--- src/rtl/reorder_buffer.sv ---
// Circular reorder buffer: allocates entries in program order, captures
// RS/LSB result broadcasts, answers operand queries and retires one entry
// per cycle to the register file or store path, flushing on a mispredict.
module reorder_buffer #(
  parameter int unsigned ROB_SIZE_LOG = 4
) (
  input  logic                    clockIn,
  input  logic                    resetIn,
  input  logic                    addValid,
  input  logic [1:0]              addType,
  input  logic                    addReady,
  input  logic [31:0]             addValue,
  input  logic [4:0]              addDest,
  input  logic [31:0]             addAddr,
  output logic                    full,
  output logic [ROB_SIZE_LOG-1:0] next,
  input  logic [ROB_SIZE_LOG-1:0] requestIndex,
  output logic                    requestReady,
  output logic [31:0]             requestValue,
  input  logic                    rsUpdate,
  input  logic [ROB_SIZE_LOG-1:0] rsRobIndex,
  input  logic [31:0]             rsUpdateVal,
  input  logic                    lsbUpdate,
  input  logic [ROB_SIZE_LOG-1:0] lsbRobIndex,
  input  logic [31:0]             lsbUpdateVal,
  output logic                    rfCommitValid,
  output logic [4:0]              rfCommitDest,
  output logic [ROB_SIZE_LOG-1:0] rfCommitIndex,
  output logic [31:0]             rfCommitValue,
  output logic                    storeCommitValid,
  output logic [ROB_SIZE_LOG-1:0] storeCommitIndex,
  output logic                    flushOut,
  output logic [31:0]             flushAddr
);

  localparam int unsigned ROB_SIZE = 1 << ROB_SIZE_LOG;
  localparam int unsigned IDX_W    = ROB_SIZE_LOG;
  localparam int unsigned CNT_W    = ROB_SIZE_LOG + 1;
  localparam int unsigned DATA_W   = 32;
  localparam int unsigned REG_W    = 5;

  localparam logic [1:0] TYPE_REG    = 2'b00;
  localparam logic [1:0] TYPE_BRANCH = 2'b01;
  localparam logic [1:0] TYPE_STORE  = 2'b10;

  typedef struct packed {
    logic [1:0]        kind;
    logic [REG_W-1:0]  dest;
    logic [DATA_W-1:0] value;
    logic [DATA_W-1:0] addr;
  } entryT;

  entryT               entries [ROB_SIZE];
  logic [ROB_SIZE-1:0] busyVec;
  logic [ROB_SIZE-1:0] readyVec;
  logic [IDX_W-1:0]    head;
  logic [IDX_W-1:0]    tail;
  logic [CNT_W-1:0]    count;

  entryT               headEntry;
  logic                doCommit;
  logic                doFlush;
  logic                doAlloc;
  logic                rsLsbSame;
  logic [ROB_SIZE-1:0] rsCapture;
  logic [ROB_SIZE-1:0] lsbCapture;
  logic [CNT_W-1:0]    countNext;

  // Issue-side status: one entry of slack behind the registered issue add.
  always_comb begin
    full = (count >= CNT_W'(ROB_SIZE - 1));
    next = tail;
  end

  // Retire, flush and allocate decisions for this cycle.
  always_comb begin
    headEntry = entries[head];
    doCommit  = busyVec[head] && readyVec[head];
    doFlush   = doCommit && (headEntry.kind == TYPE_BRANCH) && headEntry.value[0];
    doAlloc   = addValid && (count < CNT_W'(ROB_SIZE)) && !flushOut && !doFlush;
    rsLsbSame = rsUpdate && lsbUpdate && (rsRobIndex == lsbRobIndex);
    case ({doAlloc, doCommit})
      2'b10:   countNext = count + CNT_W'(1);
      2'b01:   countNext = count - CNT_W'(1);
      default: countNext = count;
    endcase
  end

  // Per-entry result capture; RS takes precedence over LSB on the same index.
  always_comb begin
    rsCapture  = '0;
    lsbCapture = '0;
    for (int i = 0; i < ROB_SIZE; i++) begin
      rsCapture[i]  = rsUpdate && (rsRobIndex == IDX_W'(i)) && busyVec[i] && !readyVec[i];
      lsbCapture[i] = lsbUpdate && !rsLsbSame && (lsbRobIndex == IDX_W'(i)) &&
                      busyVec[i] && !readyVec[i];
    end
  end

  // Zero-latency operand query with broadcast bypass (RS, then LSB, then stored).
  always_comb begin
    requestReady = 1'b0;
    requestValue = '0;
    if (!resetIn) begin
      requestReady = 1'b0;
    end else if (rsUpdate && (rsRobIndex == requestIndex)) begin
      requestReady = 1'b1;
      requestValue = rsUpdateVal;
    end else if (lsbUpdate && (lsbRobIndex == requestIndex)) begin
      requestReady = 1'b1;
      requestValue = lsbUpdateVal;
    end else if (busyVec[requestIndex] && readyVec[requestIndex]) begin
      requestReady = 1'b1;
      requestValue = entries[requestIndex].value;
    end
  end

  // Head/tail/count pointers; a flush empties the buffer.
  always_ff @(posedge clockIn or negedge resetIn) begin
    if (!resetIn) begin
      head  <= '0;
      tail  <= '0;
      count <= '0;
    end else if (doFlush) begin
      head  <= '0;
      tail  <= '0;
      count <= '0;
    end else begin
      if (doAlloc)  tail <= tail + IDX_W'(1);
      if (doCommit) head <= head + IDX_W'(1);
      count <= countNext;
    end
  end

  // Entry storage: retire frees, broadcasts fill, allocation overwrites last.
  always_ff @(posedge clockIn or negedge resetIn) begin
    if (!resetIn) begin
      busyVec  <= '0;
      readyVec <= '0;
      for (int i = 0; i < ROB_SIZE; i++) entries[i] <= '0;
    end else if (doFlush) begin
      busyVec  <= '0;
      readyVec <= '0;
    end else begin
      for (int i = 0; i < ROB_SIZE; i++) begin
        if (doCommit && (head == IDX_W'(i))) begin
          busyVec[i]  <= 1'b0;
          readyVec[i] <= 1'b0;
        end
        if (rsCapture[i]) begin
          readyVec[i]       <= 1'b1;
          entries[i].value  <= rsUpdateVal;
        end else if (lsbCapture[i]) begin
          readyVec[i]       <= 1'b1;
          entries[i].value  <= lsbUpdateVal;
        end
        if (doAlloc && (tail == IDX_W'(i))) begin
          busyVec[i]  <= 1'b1;
          readyVec[i] <= addReady;
          entries[i]  <= '{kind: addType, dest: addDest, value: addValue, addr: addAddr};
        end
      end
    end
  end

  // Registered retire outputs; every pulse and its payload is zero without a commit.
  always_ff @(posedge clockIn or negedge resetIn) begin
    if (!resetIn) begin
      rfCommitValid    <= 1'b0;
      rfCommitDest     <= '0;
      rfCommitIndex    <= '0;
      rfCommitValue    <= '0;
      storeCommitValid <= 1'b0;
      storeCommitIndex <= '0;
      flushOut         <= 1'b0;
      flushAddr        <= '0;
    end else begin
      rfCommitValid    <= 1'b0;
      rfCommitDest     <= '0;
      rfCommitIndex    <= '0;
      rfCommitValue    <= '0;
      storeCommitValid <= 1'b0;
      storeCommitIndex <= '0;
      flushOut         <= 1'b0;
      flushAddr        <= '0;
      if (doCommit) begin
        case (headEntry.kind)
          TYPE_REG: begin
            if (headEntry.dest != '0) begin
              rfCommitValid <= 1'b1;
              rfCommitDest  <= headEntry.dest;
              rfCommitIndex <= head;
              rfCommitValue <= headEntry.value;
            end
          end
          TYPE_STORE: begin
            storeCommitValid <= 1'b1;
            storeCommitIndex <= head;
          end
          TYPE_BRANCH: begin
            if (headEntry.value[0]) begin
              flushOut  <= 1'b1;
              flushAddr <= headEntry.addr;
            end
          end
          default: ;
        endcase
      end
    end
  end

endmodule
--- config.mk ---
export PLATFORM = sky130hd
export DESIGN_NAME = reorder_buffer
export DESIGN_NICKNAME = d
export VERILOG_FILES = /design/src/rtl/reorder_buffer.sv
export SDC_FILE = /design/constraint.sdc
export NUM_CORES = 2
export LEC_CHECK = 0
export BUFFER_PORTS_ARGS = -buffer_cell sky130_fd_sc_hd__buf_2
export CORE_ASPECT_RATIO = 0.5
export CORE_MARGIN = 2
export CORE_UTILIZATION = 50
export CTS_CLUSTER_DIAMETER = 80
export DETAILED_ROUTE_END_ITERATION = 16
export PLACE_DENSITY = 0.79
export SYNTH_ARGS = -nofsm -noshare
export SYNTH_HDL_FRONTEND = slang
export SYNTH_SLANG_ARGS = --single-unit
--- constraint.sdc ---
create_clock -name clockIn -period 5.13 [get_ports clockIn]
set_clock_uncertainty 0.15 [all_clocks]
set_input_delay 1.026 -clock clockIn [delete_from_list [all_inputs] [get_ports clockIn]]
set_output_delay 1.026 -clock clockIn [all_outputs]
set_load 0.1 [all_outputs]
==> key figures <==
Drt
  • Avg WL per Cell: between 30 and 40 µm
  • Vias: between 40,000 and 50,000
  • Post-DR vias/cell: approximately 6.8
  • Drc violations: 0
  • Antenna Violating Nets Remaining: 0
  • Pre-antenna DRT Iters: 8
  • Initial drt markers: 5,357
  • DRT Wirelength: about 230 mm

Critical path
  • Crit path DAT: 3750 ps
  • Crit-path max FO: 15
  • Critical path's largest stage delay: 730 ps
  • Worst-path cell chain: buf_8 -> buf_4 -> mux4_2 -> mux4_2 -> a222oi_1 -> nor2b_2 -> buf_12
  • Critical path required time: a little under 4000 ps
  • Setup CP Type: primary input to output port
  • Crit end category: output port
  • Crit-path slowest cell: a222oi_1
  • Most used cell, CP: mux4_2
  • CP startpoint kind: primary input

Floorplan
  • Row count: approximately 100
  • # IOs: between 200 and 300
  • Core area: 0.146 mm²
  • Die ar.: ~0.15 mm²
  • Die W: 547 µm
  • Die Ht: 275 µm
  • Starting density of the core: 0.504

GRT
  • First-pass GRT wire length: approximately 340 mm
  • Number of global-route vias before repair: 50,900
  • Initial antenna violation count: 39
  • Gr usage total: 0.303
  • Total grt overflow: 0
  • Largest net degree at the start of global routing: just under 200

Placement
  • PortBufs: 270
  • DP Cell Count: 6,930
  • Dpl hpwl: ~130 mm
  • GPL Wtd Cong: 0.902
  • Pre-CTS WS: ~350 ps

STA
  • RSZ-0062 raised after global routing: false
  • Setup TNS: 0 ps
  • Final hold viol count: 0
  • Post-route clock period utilization: 0.960
  • Relative slew slack: 0.160
  • Tmin final: slightly below 5000 ps
  • Worst-Margin Slew: 1260 ps
  • Final WS setup: just over 200 ps
  • Setup Viol. Count Final: 0
  • F_max: a little over 0.2 GHz
  • Fin Hold WS: roughly 48 ps
  • Final slew viol count: 0

Synthesis
  • Asr flop ratio synth: 1.00
  • Most used DFF post-synth: dfrtp_1
  • Sequential area share after synthesis: 0.429
  • Syn nets: 5,234
  • Post-synth top area cell: dfrtp_1
  • Synth area leaders: dfrtp_1 43%, mux2_2 29%, mux4_2 16%
  • Yosys warning total: 0
  • Post-synth top cells: 1,908 x mux2_2, 1,261 x dfrtp_1, 519 x mux4_2
  • Number of enable flip-flop cells after synthesis: 0
  • Post-Syn Instances: a little over 5,000
  • FF+latch count, synth: 1,261
  • Mean post-synth cell area: ~15 µm²
  • Synth Cell Area: between 0.07 and 0.08 mm²
  • Cell variety after synth: just under 70
  • Post-synth top area share: 0.429
  • Top-count cell post-synth: mux2_2

Layout
  • Area grow syn2layout: 11.2%
  • Nets: 5,242
  • Fillers: approximately 11,000
  • Register area: 0.0316 mm²
  • Layout cell share with drive strength beyond 1: 0.608
  • Multi-input gate area: 0.0400 mm²
  • Non-Filler Instances: ~7,200

Clock network
  • Root Driver: clkbuf_16
  • H-tree Lvls: 3
  • Clk pin slew, worst setup/hold paths: ~60 ps
  • Hold_buf cts: 0
  • Post-CTS Resized: 0
  • Clock sink count: between 1,000 and 1,500
  • Clk_lat worst skew: about 770 ps
  • CTS buffer count: around 120
  • Setup Fix Bufs, Post-CTS: 0
  • CTS tree: yes
  • CTS max path bufs: 3

Pwr
  • Maximum VDD drop: 0.616 mV
  • PD cells: 561 mW/mm²
  • LEAKAGE: around 35 nW
  • PnR Total Power: between 40 and 50 mW

Run status
  • Status: finished, final reports clean

Hold path
  • HP Class: primary input to asynchronous set/reset pin

Run
  • Max Cap Viol: 0
## worst max-delay path: cells and delay by family
kind | cells | cell delay, ps
buffers and inverters | 3 | 780
AO/OA/AOI/OAI | 1 | 730
AND/OR/NAND/NOR | 1 | 130
multiplexers | 2 | 1050
## per-stage QoR
step	utilization	instance area, µm²
6_report	0.561	81800
5_1_grt	0.561	81800
2_1_floorplan	-	73800
4_1_cts	0.560	81800
3_5_place_dp	0.533	77700
3_3_place_gp	0.533	77700
## routing by layer
metal  share of wire  GRT usage
met1            0.38      0.390
met2            0.47      0.480
met3            0.10     0.0735
met4           0.056      0.161
met5         0.00044          0
## cells by family after synthesis
logic type | Yosys count | share of synthesized area
adder cells (fa/ha/maj) | 10 | 0.00170
AO/OA/AOI/OAI | 144 | 0.0171
multiplexers | 2649 | 0.485
buffers and inverters | 550 | 0.0358
flip-flops | 1261 | 0.429
XOR/XNOR | 17 | 0.00202
AND/OR/NAND/NOR | 440 | 0.0299
## registers in the layout (all words and copies together) (netlist names), 4 cells and up
name / flops
entries: 1136
next: 4
count: 5
flushAddr: 32
rfCommitIndex: 4
storeCommitIndex: 4
readyVec: 16
rfCommitValue: 32
head: 4
rfCommitDest: 5
busyVec: 16
## where the power goes
group,switching (mW),leakage [nW],internal [mW]
Clock,4.09,2.00,5.33
Sequential,2.92,16.0,14.3
Combinational,9.11,16.8,10.2
Total,16.1,34.8,29.8
## final cells by class
type,count,area share
antenna,27,0.000825
clock buffer,149,0.0392
multi-input combinational,3260,0.488
tap,1969,0.0301
timing repair buffer,424,0.0446
inverter,16,0.000795
sequential,1261,0.386
clock inverter,57,0.0103
## layout by cell type, fill, tap and decap left out, types with 7 or more instances in the layout
cell       synthesis  routed
nor2b_2            0       7
ha_1              10      10
buf_12             0      83
nand2b_1          14      14
or3_1             10       7
bufinv_16          0      18
xnor2_1            8       8
buf_4             71     106
a222oi_1          27      27
mux2_2          1908    1908
and2_1            10       9
a311oi_1           7       7
clkbuf_1         309      16
mux2_1           214     214
nand3_1           38      36
inv_1             14      14
clkbuf_8           0      16
o31ai_1            7       7
buf_2             86     233
clkbuf_16          0     117
o2111ai_4          4      13
xor2_1             9       9
nor2_1            45      41
a21oi_4            0       9
a21oi_1           28      19
dfrtp_1         1261    1258
nand2_1          178     178
diode_2            0      27
and3_1            40      40
nor2b_4            0      21
mux2i_1            8       8
clkinv_2           0      27
mux4_2           519     519
nor2b_1           69      41
## worst paths after layout
kind / end / start / cells past startpoint / slack, ps
min in group clockIn: entries[868] / entries[868] / 2 / 320
worst max-delay path: requestValue[2] / requestIndex[0] / 7 / 200
worst min-delay path: storeCommitIndex[3] / resetIn / 1 / 50
worst min register to register: entries[868] / entries[868] / 2 / 320
max in group asynchronous: entries[82] / resetIn / 3 / 2600
worst max register to register: entries[52] / head[0] / 10 / 380
No activity file was read; power rests on OpenSTA's default activity.
